## src/rtl/display_producto_7seg_if.sv

```systemverilog
// Handshake bundle between the Booth multiplier and the 7-segment display stage.
interface display_producto_7seg_if;
  logic [15:0] producto;
  logic        valido;
  logic        ocupado;

  modport master (output producto, output valido, input ocupado);
  modport slave  (input producto, input valido, output ocupado);
endinterface

```

## src/rtl/display_producto_7seg.sv

```systemverilog
// Converts a signed 16-bit product to sign + 5 BCD digits (double dabble)
// and scans it onto an 8-digit common-anode 7-segment display.
module display_producto_7seg #(
  parameter int SCAN_DIV = 100000
) (
  input  logic                          CLK100MHZ,
  input  logic                          reset,
  display_producto_7seg_if.slave        bus,
  output logic [7:0]                    anodo,
  output logic [6:0]                    catodo
);

  localparam int CW = (SCAN_DIV > 1) ? $clog2(SCAN_DIV) : 1;

  typedef enum logic [1:0] {IDLE, SHIFT, LOAD} state_t;

  state_t        state_q;
  logic          sign_q;
  logic [15:0]   mag_q;
  logic [19:0]   bcd_q;
  logic [4:0]    iter_q;
  logic          ocupado_q;
  logic [19:0]   dispBcd_q;
  logic          dispSign_q;

  logic [CW-1:0] scanCnt_q;
  logic [2:0]    scanIdx_q;
  logic [7:0]    anodo_q;
  logic [6:0]    catodo_q;

  logic [15:0]   absIn;
  logic [19:0]   bcdAdj;
  logic [2:0]    msd;
  logic [3:0]    digitSel;
  logic          slotEn_d;
  logic [6:0]    slotSeg_d;

  function automatic logic [6:0] segOf(input logic [3:0] d);
    case (d)
      4'd0:    segOf = 7'b1000000;
      4'd1:    segOf = 7'b1111001;
      4'd2:    segOf = 7'b0100100;
      4'd3:    segOf = 7'b0110000;
      4'd4:    segOf = 7'b0011001;
      4'd5:    segOf = 7'b0010010;
      4'd6:    segOf = 7'b0000010;
      4'd7:    segOf = 7'b1111000;
      4'd8:    segOf = 7'b0000000;
      4'd9:    segOf = 7'b0010000;
      default: segOf = 7'h7F;
    endcase
  endfunction

  // Two's-complement negation of 16'h8000 yields 16'h8000, read as 32768 unsigned.
  assign absIn = bus.producto[15] ? (~bus.producto + 16'd1) : bus.producto;

  always_comb begin
    bcdAdj = bcd_q;
    for (int i = 0; i < 5; i++) begin
      if (bcd_q[i*4 +: 4] >= 4'd5) begin
        bcdAdj[i*4 +: 4] = bcd_q[i*4 +: 4] + 4'd3;
      end
    end
  end

  always_ff @(posedge CLK100MHZ or negedge reset) begin
    if (!reset) begin
      state_q    <= IDLE;
      sign_q     <= 1'b0;
      mag_q      <= '0;
      bcd_q      <= '0;
      iter_q     <= '0;
      ocupado_q  <= 1'b0;
      dispBcd_q  <= '0;
      dispSign_q <= 1'b0;
    end else begin
      case (state_q)
        IDLE: begin
          if (bus.valido) begin
            sign_q    <= bus.producto[15];
            mag_q     <= absIn;
            bcd_q     <= '0;
            iter_q    <= '0;
            ocupado_q <= 1'b1;
            state_q   <= SHIFT;
          end
        end
        SHIFT: begin
          bcd_q  <= (bcdAdj << 1) | {19'd0, mag_q[15]};
          mag_q  <= {mag_q[14:0], 1'b0};
          iter_q <= iter_q + 5'd1;
          if (iter_q == 5'd15) begin
            state_q <= LOAD;
          end
        end
        LOAD: begin
          dispBcd_q  <= bcd_q;
          dispSign_q <= sign_q && (bcd_q != 20'd0);
          ocupado_q  <= 1'b0;
          state_q    <= IDLE;
        end
        default: begin
          ocupado_q <= 1'b0;
          state_q   <= IDLE;
        end
      endcase
    end
  end

  // Highest nonzero digit; everything above it is blanked.
  always_comb begin
    msd = 3'd0;
    for (int i = 1; i < 5; i++) begin
      if (dispBcd_q[i*4 +: 4] != 4'd0) begin
        msd = 3'(i);
      end
    end
  end

  always_comb begin
    digitSel  = 4'd0;
    slotEn_d  = 1'b0;
    slotSeg_d = 7'h7F;
    case (scanIdx_q)
      3'd0: digitSel = dispBcd_q[3:0];
      3'd1: digitSel = dispBcd_q[7:4];
      3'd2: digitSel = dispBcd_q[11:8];
      3'd3: digitSel = dispBcd_q[15:12];
      3'd4: digitSel = dispBcd_q[19:16];
      default: digitSel = 4'd0;
    endcase
    if (scanIdx_q <= 3'd4) begin
      slotEn_d  = (scanIdx_q <= msd);
      slotSeg_d = segOf(digitSel);
    end else if (scanIdx_q == 3'd5) begin
      slotEn_d  = dispSign_q;
      slotSeg_d = 7'b0111111;
    end
  end

  always_ff @(posedge CLK100MHZ or negedge reset) begin
    if (!reset) begin
      scanCnt_q <= '0;
      scanIdx_q <= 3'd0;
      anodo_q   <= 8'hFF;
      catodo_q  <= 7'h7F;
    end else begin
      if (scanCnt_q == CW'(SCAN_DIV - 1)) begin
        scanCnt_q <= '0;
        scanIdx_q <= scanIdx_q + 3'd1;
      end else begin
        scanCnt_q <= scanCnt_q + 1'b1;
      end
      anodo_q  <= slotEn_d ? ~(8'd1 << scanIdx_q) : 8'hFF;
      catodo_q <= slotEn_d ? slotSeg_d : 7'h7F;
    end
  end

  assign bus.ocupado = ocupado_q;
  assign anodo       = anodo_q;
  assign catodo      = catodo_q;

endmodule

```

## src/flat_wrapper.sv

```systemverilog
// flat-port wrapper written by rule: the top's interface ports become plain ports
module display_producto_7seg_flat 
#(
  parameter int SCAN_DIV = 100000
)
  (CLK100MHZ, reset, anodo, catodo, bus_producto, bus_valido, bus_ocupado);
  display_producto_7seg_if bus_i ();
  input  logic CLK100MHZ;
  input  logic reset;
  output logic [7:0] anodo;
  output logic [6:0] catodo;
  input wire logic [$bits(bus_i.producto)-1:0] bus_producto;
  input wire logic [$bits(bus_i.valido)-1:0] bus_valido;
  output wire logic [$bits(bus_i.ocupado)-1:0] bus_ocupado;
  assign bus_i.producto = bus_producto;
  assign bus_i.valido = bus_valido;
  assign bus_ocupado = bus_i.ocupado;
  display_producto_7seg #(.SCAN_DIV(SCAN_DIV)) u_core (.CLK100MHZ(CLK100MHZ), .reset(reset), .bus(bus_i), .anodo(anodo), .catodo(catodo));
endmodule
```

## config.mk

```make
export PLATFORM = sky130hd
export DESIGN_NAME = display_producto_7seg_flat
export DESIGN_NICKNAME = d
export VERILOG_FILES = /design/src/rtl/display_producto_7seg_if.sv /design/src/rtl/display_producto_7seg.sv /design/src/flat_wrapper.sv
export SDC_FILE = /design/constraint.sdc
export NUM_CORES = 1
export LEC_CHECK = 0
export BUFFER_PORTS_ARGS = -buffer_cell sky130_fd_sc_hd__buf_2
export CORE_MARGIN = 10
export CORE_UTILIZATION = 45
export CTS_CLUSTER_SIZE = 20
export DETAILED_ROUTE_END_ITERATION = 12
export SLEW_MARGIN = 5
export SYNTH_ARGS = -nofsm -noshare
export SYNTH_HDL_FRONTEND = slang
export SYNTH_SLANG_ARGS = --single-unit
```

## constraint.sdc

```tcl
create_clock -name CLK100MHZ -period 3.51 [get_ports CLK100MHZ]
set_clock_uncertainty 0.1 [all_clocks]
set_input_delay 0.5265 -clock CLK100MHZ [delete_from_list [all_inputs] [get_ports CLK100MHZ]]
set_output_delay 0.5265 -clock CLK100MHZ [all_outputs]
set_load 0.01 [all_outputs]
```

* Word-level counts from Yosys, hierarchy flattened
Memory sizes are Yosys's and may differ from the RTL's.
Cells that the tools add are included.
** Storage, ports and cells
- Memories :: 1
- Logic and storage cells :: 87
- Memory bits (read-only) :: 112
- Register bits after elaboration :: 101
- Output and inout port bits :: 16
** Cells by class
- Add/subtract/negate cells :: 9
- Equal/unequal tests :: 11
- Bitwise logic cells :: 4
- Reductions and logical operators :: 13
- Shift-type cells :: 1
- Magnitude comparators :: 7
- Multiplexer cells :: 29
** Memories
- (name not given) :: depth 16, width 7, rd ports 1, clocked after Yosys merged registers in 0, wr ports 0, line display_producto_7seg.sv:39 : case (d)
** Operator list (number)
- case mux 20 bit (2 select lines) :: 1
- two-way mux 16 bit :: 2
- case mux 16 bit (2 select lines) :: 1
- two-way mux 7 bit :: 3
- greater-or-equal comparator 4 x 3 -> 1 bit, second input constant :: 5
- two-way mux 20 bit :: 1
- bitwise OR 20 x 1 -> 20 bit :: 1
- case mux 4 bit (5 select lines) :: 1
- nonzero test 20 bit :: 1
- adder 17 x 1 -> 17 bit, second input constant :: 1
- equality test 17 bit, second input constant :: 1
- two-way mux 17 bit :: 1
- adder 16 x 1 -> 16 bit, second input constant :: 1
- adder 4 x 2 -> 4 bit, second input constant :: 4
- two-way mux 4 bit :: 4
- inverter 16 bit :: 1
- nonzero test 4 bit :: 4
- case mux 5 bit (2 select lines) :: 1
- two-way mux 2 bit :: 4
- two-way mux 8 bit :: 1
- inverter 8 bit :: 1
- AND reduction 2 bit :: 4
- << shifter 1 x 3 -> 8 bit, first input constant :: 1
- equality test 3 x 2 -> 1 bit, second input constant :: 2
- other kinds (22) :: 27

* Logic depth before layout (Yosys ltp)
- Word-level depth :: 8
- Gate-level depth with buffers :: 10
- Gate-level depth less buffers :: 9

* Worst setup path before layout
OpenSTA, ideal clock, no wires.
- Path kind :: register to register
- From :: reg u_core.scanIdx_q[1]
- To :: reg u_core.catodo_q[3], in the netlist u_core.catodo[3]
- Stages on the path, launching flop included :: 7
- Library setup time :: 82 ps
- Data arrival time :: 2249 ps
- Buffers on the path :: 0
- Setup slack :: 1079 ps
- Cell sequence :: dfrtp_1 > ha_1 > ha_1 > a222oi_1 > inv_1 > ha_1 > o31a_1
** On the way
- Cells in the longest elaborated chain, start to end :: 5
- Elaborated cells between the ends (all ways) :: 14
** RTL lines
- start, declared :: line display_producto_7seg.sv:27 : logic [2:0] scanIdx_q;
- start signal, assigned :: line display_producto_7seg.sv:150 : scanIdx_q <= scanIdx_q + 3'd1;
- equality test 3 bit, or another cell as far along :: line display_producto_7seg.sv:124 : case (scanIdx_q)
- case mux 4 bit (5 select lines) :: line display_producto_7seg.sv:124
- memory (16 x 7 bit)
- two-way mux 7 bit :: line display_producto_7seg.sv:132 : if (scanIdx_q <= 3'd4) begin
- two-way mux 7 bit (*) :: line display_producto_7seg.sv:155 : catodo_q <= slotEn_d ? slotSeg_d : 7'h7F;
- end signal, assigned :: line display_producto_7seg.sv:155
- end, declared :: line display_producto_7seg.sv:29 : logic [6:0] catodo_q;
Mark *: on every way between the ends. The rest lies on a longest branch, timed or not.
A chain may end at the register's enable or synchronous reset.

* Worst setup path after layout
- From :: reg u_core.scanIdx_q[2]
- To :: reg u_core.catodo_q[3], in the netlist u_core.catodo[3]
Same word-level chain as after synthesis.

==> flow_metrics.env <==
export IMPL_num_io_pins=35
export IMPL_numCtsBuffers=9
export IMPL_cp_data_required_time_ns=3.68
export IMPL_syn_nets=544
export IMPL_fin_crit_sh_pct=83.2
export IMPL_coreArea_um2=11300
export IMPL_vias=3820
export IMPL_powerDensity_nw_per_um2=781
export IMPL_setup_tns_final_ns=0
export IMPL_cts_root_buf="clkbuf_16"
export IMPL_whs_ns=0.297
export IMPL_die_h_um=127
export IMPL_clock_latency_ns=0.35
export IMPL_setup_viol=0
export IMPL_fmax_mhz=342
export IMPL_clk_path_buf_depth=2
export IMPL_post_cts_repair_setup_buffers=0
export IMPL_netlist_instances=493
export IMPL_initial_core_util_pct=45.6
export IMPL_maxCapViolCount=0
export IMPL_ir_drop_mv=0.411
export IMPL_clk_pin_slew_ns=0.07
export IMPL_nets=581
export IMPL_synthToLayoutAreaGrowth_pct=12.8
export IMPL_drt_iter0_markers=207
export IMPL_wl_per_cell_um=15.9
export IMPL_postLayoutCellArea_um2=5830
export IMPL_regToRegStartpoint="u_core.scanIdx_q[2]"
export IMPL_rsz0062_at_grt="false"
export IMPL_grt_pass1_vias=3952
export IMPL_hold_violations=0
export IMPL_cts_resized=0
export IMPL_worst_pin_slew_ns=1.11
export IMPL_worstSetupPathType="reg2reg"
export IMPL_synthFlopType="dfrtp_1"
export IMPL_yosysTopAreaCell="dfrtp_1"
export IMPL_ys_warn_count=0
export IMPL_drive_gt1_share_pct=17.8
export IMPL_r2r_setup_slack_ns=0.59
export IMPL_min_period_ns=2.92
export IMPL_drt_wl_total_um=10800
export IMPL_row_count=39
export IMPL_cp_max_fo=16
export IMPL_syn_area_um2=5160
export IMPL_finalMaxSlewViolations=0
export IMPL_cts_num_sinks=101
export IMPL_drtAntennaViolNets=0
export IMPL_status="finished, final reports clean"
export IMPL_synth_area_per_cell_um2=10.5
export IMPL_critPathArrivalTime_ns=3.09
export IMPL_critPathLaunchType="flip-flop"
export IMPL_p_leak_nw=2.54
export IMPL_power_mw=4.55
export IMPL_via_per_inst=5.63
export IMPL_ys_seq_area_share_pct=49.3
export IMPL_die_width_um=127
export IMPL_r2r_cells=6
export IMPL_insertedDiodeCount=0
export IMPL_cts_tree="built"
export IMPL_hold_buffers=0
export IMPL_yosysUniqueCellTypes=49
export IMPL_netlist_area_leader_share_pct=41.7
export IMPL_cp_end_kind="flip-flop"
export IMPL_overflow=0
export IMPL_synth_area_leaders="dfrtp_1 42%, ha_1 7.8%, dfstp_2 7.6%, mux2_2 4.4%, xor2_1 3.6%"
export IMPL_synth_seq_cells=101
export IMPL_async_flop_share_pct=100
export IMPL_dieArea_um2=16200
export IMPL_grt_pass1_wl_um=18800
export IMPL_gp_congestion=0.772
export IMPL_worstReg2RegEnd="u_core.catodo[3]"
export IMPL_drc=0
export IMPL_dr_pass1_iters=5
export IMPL_grt_max_degree=89
export IMPL_post_dp_hpwl_um=7680
export IMPL_hold_path_class="in2async"
export IMPL_synth_edf_count=0
export IMPL_port_buffers=34
export IMPL_antenna_found_initial=0
export IMPL_cts_htree_levels=3
export IMPL_slew_headroom_pct=26.3
export IMPL_place_area_um2=5510
export IMPL_grtUsageTotal_pct=13.9
## synthesized netlist by cell type, types with 2 or more instances
cell	count
dfrtp_1	86
nand2_1	37
ha_1	32
nor2_1	31
o21ai_0	27
inv_1	24
a21oi_1	21
o22ai_1	21
xor2_1	21
mux2_2	20
nand3_1	17
dfstp_2	15
clkbuf_1	13
xnor2_1	13
nor3_1	9
o21ai_1	9
o31ai_1	9
a22oi_1	7
nand2b_1	7
and3_1	6
a32o_1	5
nor4_1	5
a211oi_1	4
a222oi_1	4
nand4_1	4
or4_1	4
a32oi_1	3
buf_2	3
nor2b_1	3
nor3b_1	3
o31a_1	3
or2_1	3
a22o_1	2
mux2i_1	2
nand3b_1	2
nand4b_1	2
o211ai_1	2
o21a_1	2
o41ai_1	2
## power breakdown
| group | switching [mW] | total (mW) | internal (mW) |
|---|---|---|---|
| sequential | 0.323 | 1.91 | 1.58 |
| clock | 0.424 | 1.05 | 0.625 |
| combinational | 0.876 | 1.60 | 0.720 |
| total | 1.62 | 4.55 | 2.93 |
## cell families after synthesis
family / synth area share [%]
muxes: 5.04
adders and majority gates: 7.76
xor gates and xnor gates: 5.77
and+or+nand+nor: 13.2
buffers and inverters: 2.98
AOI/OAI and AO/OA: 15.9
DFF: 49.3
## how the worst max path moves through the flow
stage | from | to | cells after the start
after CTS | u_core.scanIdx_q[2] | u_core.catodo[3] | 6
after detailed placement | u_core.scanIdx_q[2] | u_core.catodo[3] | 6
after global routing | u_core.scanIdx_q[2] | u_core.catodo[1] | 8
after global placement | u_core.scanIdx_q[2] | u_core.catodo[3] | 6
final | u_core.scanIdx_q[2] | u_core.catodo[3] | 6
after floorplan | u_core.scanIdx_q[1] | u_core.catodo[3] | 6
## state kept, by name, summed over array words and instances, names as in the netlist
| signal | cells |
|---|---|
| u_core.bcd_q | 20 |
| u_core.dispBcd_q | 20 |
| u_core.scanCnt_q | 17 |
| u_core.mag_q | 16 |
| u_core.anodo | 8 |
| u_core.catodo | 7 |
| u_core.iter_q | 5 |
| u_core.scanIdx_q | 3 |
| u_core.state_q | 2 |
| u_core.bus.ocupado | 1 |
| u_core.dispSign_q | 1 |
| u_core.sign_q | 1 |
## layout by cell type (no fill, tap or decap), drive strengths merged, types with 2 or more instances in the layout
cell / count
a211oi: 4
a21oi: 21
a222oi: 4
a22o: 2
a22oi: 7
a32o: 5
a32oi: 3
and3: 6
buf: 42
bufinv: 2
clkbuf: 10
clkinv: 2
dfrtp: 86
dfstp: 15
ha: 32
inv: 25
mux2: 21
mux2i: 2
nand2: 38
nand2b: 7
nand3: 17
nand3b: 2
nand4: 4
nand4b: 2
nor2: 31
nor2b: 3
nor3: 9
nor3b: 3
nor4: 6
o211ai: 2
o21a: 2
o21ai: 36
o22ai: 21
o31a: 3
o31ai: 9
o41ai: 2
or2: 3
or4: 4
xnor2: 13
xor2: 21
## final cells by class
cell class,count,area (µm²)
inverter,24,90.1
sequential,101,2550
clock inverter,6,86.3
clock buffer,10,229
tap,143,179
timing repair buffer,42,233
multi-input combinational,352,2460
fill,1009,5500
## through the flow
stage	cells	setup slack (ns)	util (%)
final	678	0.588	51.5
after global routing	678	0.305	51.5
after CTS	678	0.610	51.5
after detailed placement	662	0.632	48.7
after global placement	662	0.718	48.7
after floorplan	493	1.08	-
## worst max-delay path: stages, from the launching register on
cell and delay [ns]:
dfrtp_1 0.64, inv_1 0.15, ha_1 0.29, a222oi_1 0.81, inv_1 0.20, ha_1 0.36
o31a_1 0.29
## per-layer routing
layer | GRT usage (%) | wire, µm | vias to the layer above
met4 | 3.82 | 128 | 0
met2 | 23.4 | 5280 | 65
met5 | 0 | 0 | -
met3 | 4.84 | 452 | 11
li1 | - | - | 1859
met1 | 16.4 | 4900 | 1885
Note: power is estimated with default switching activity, not from simulation.
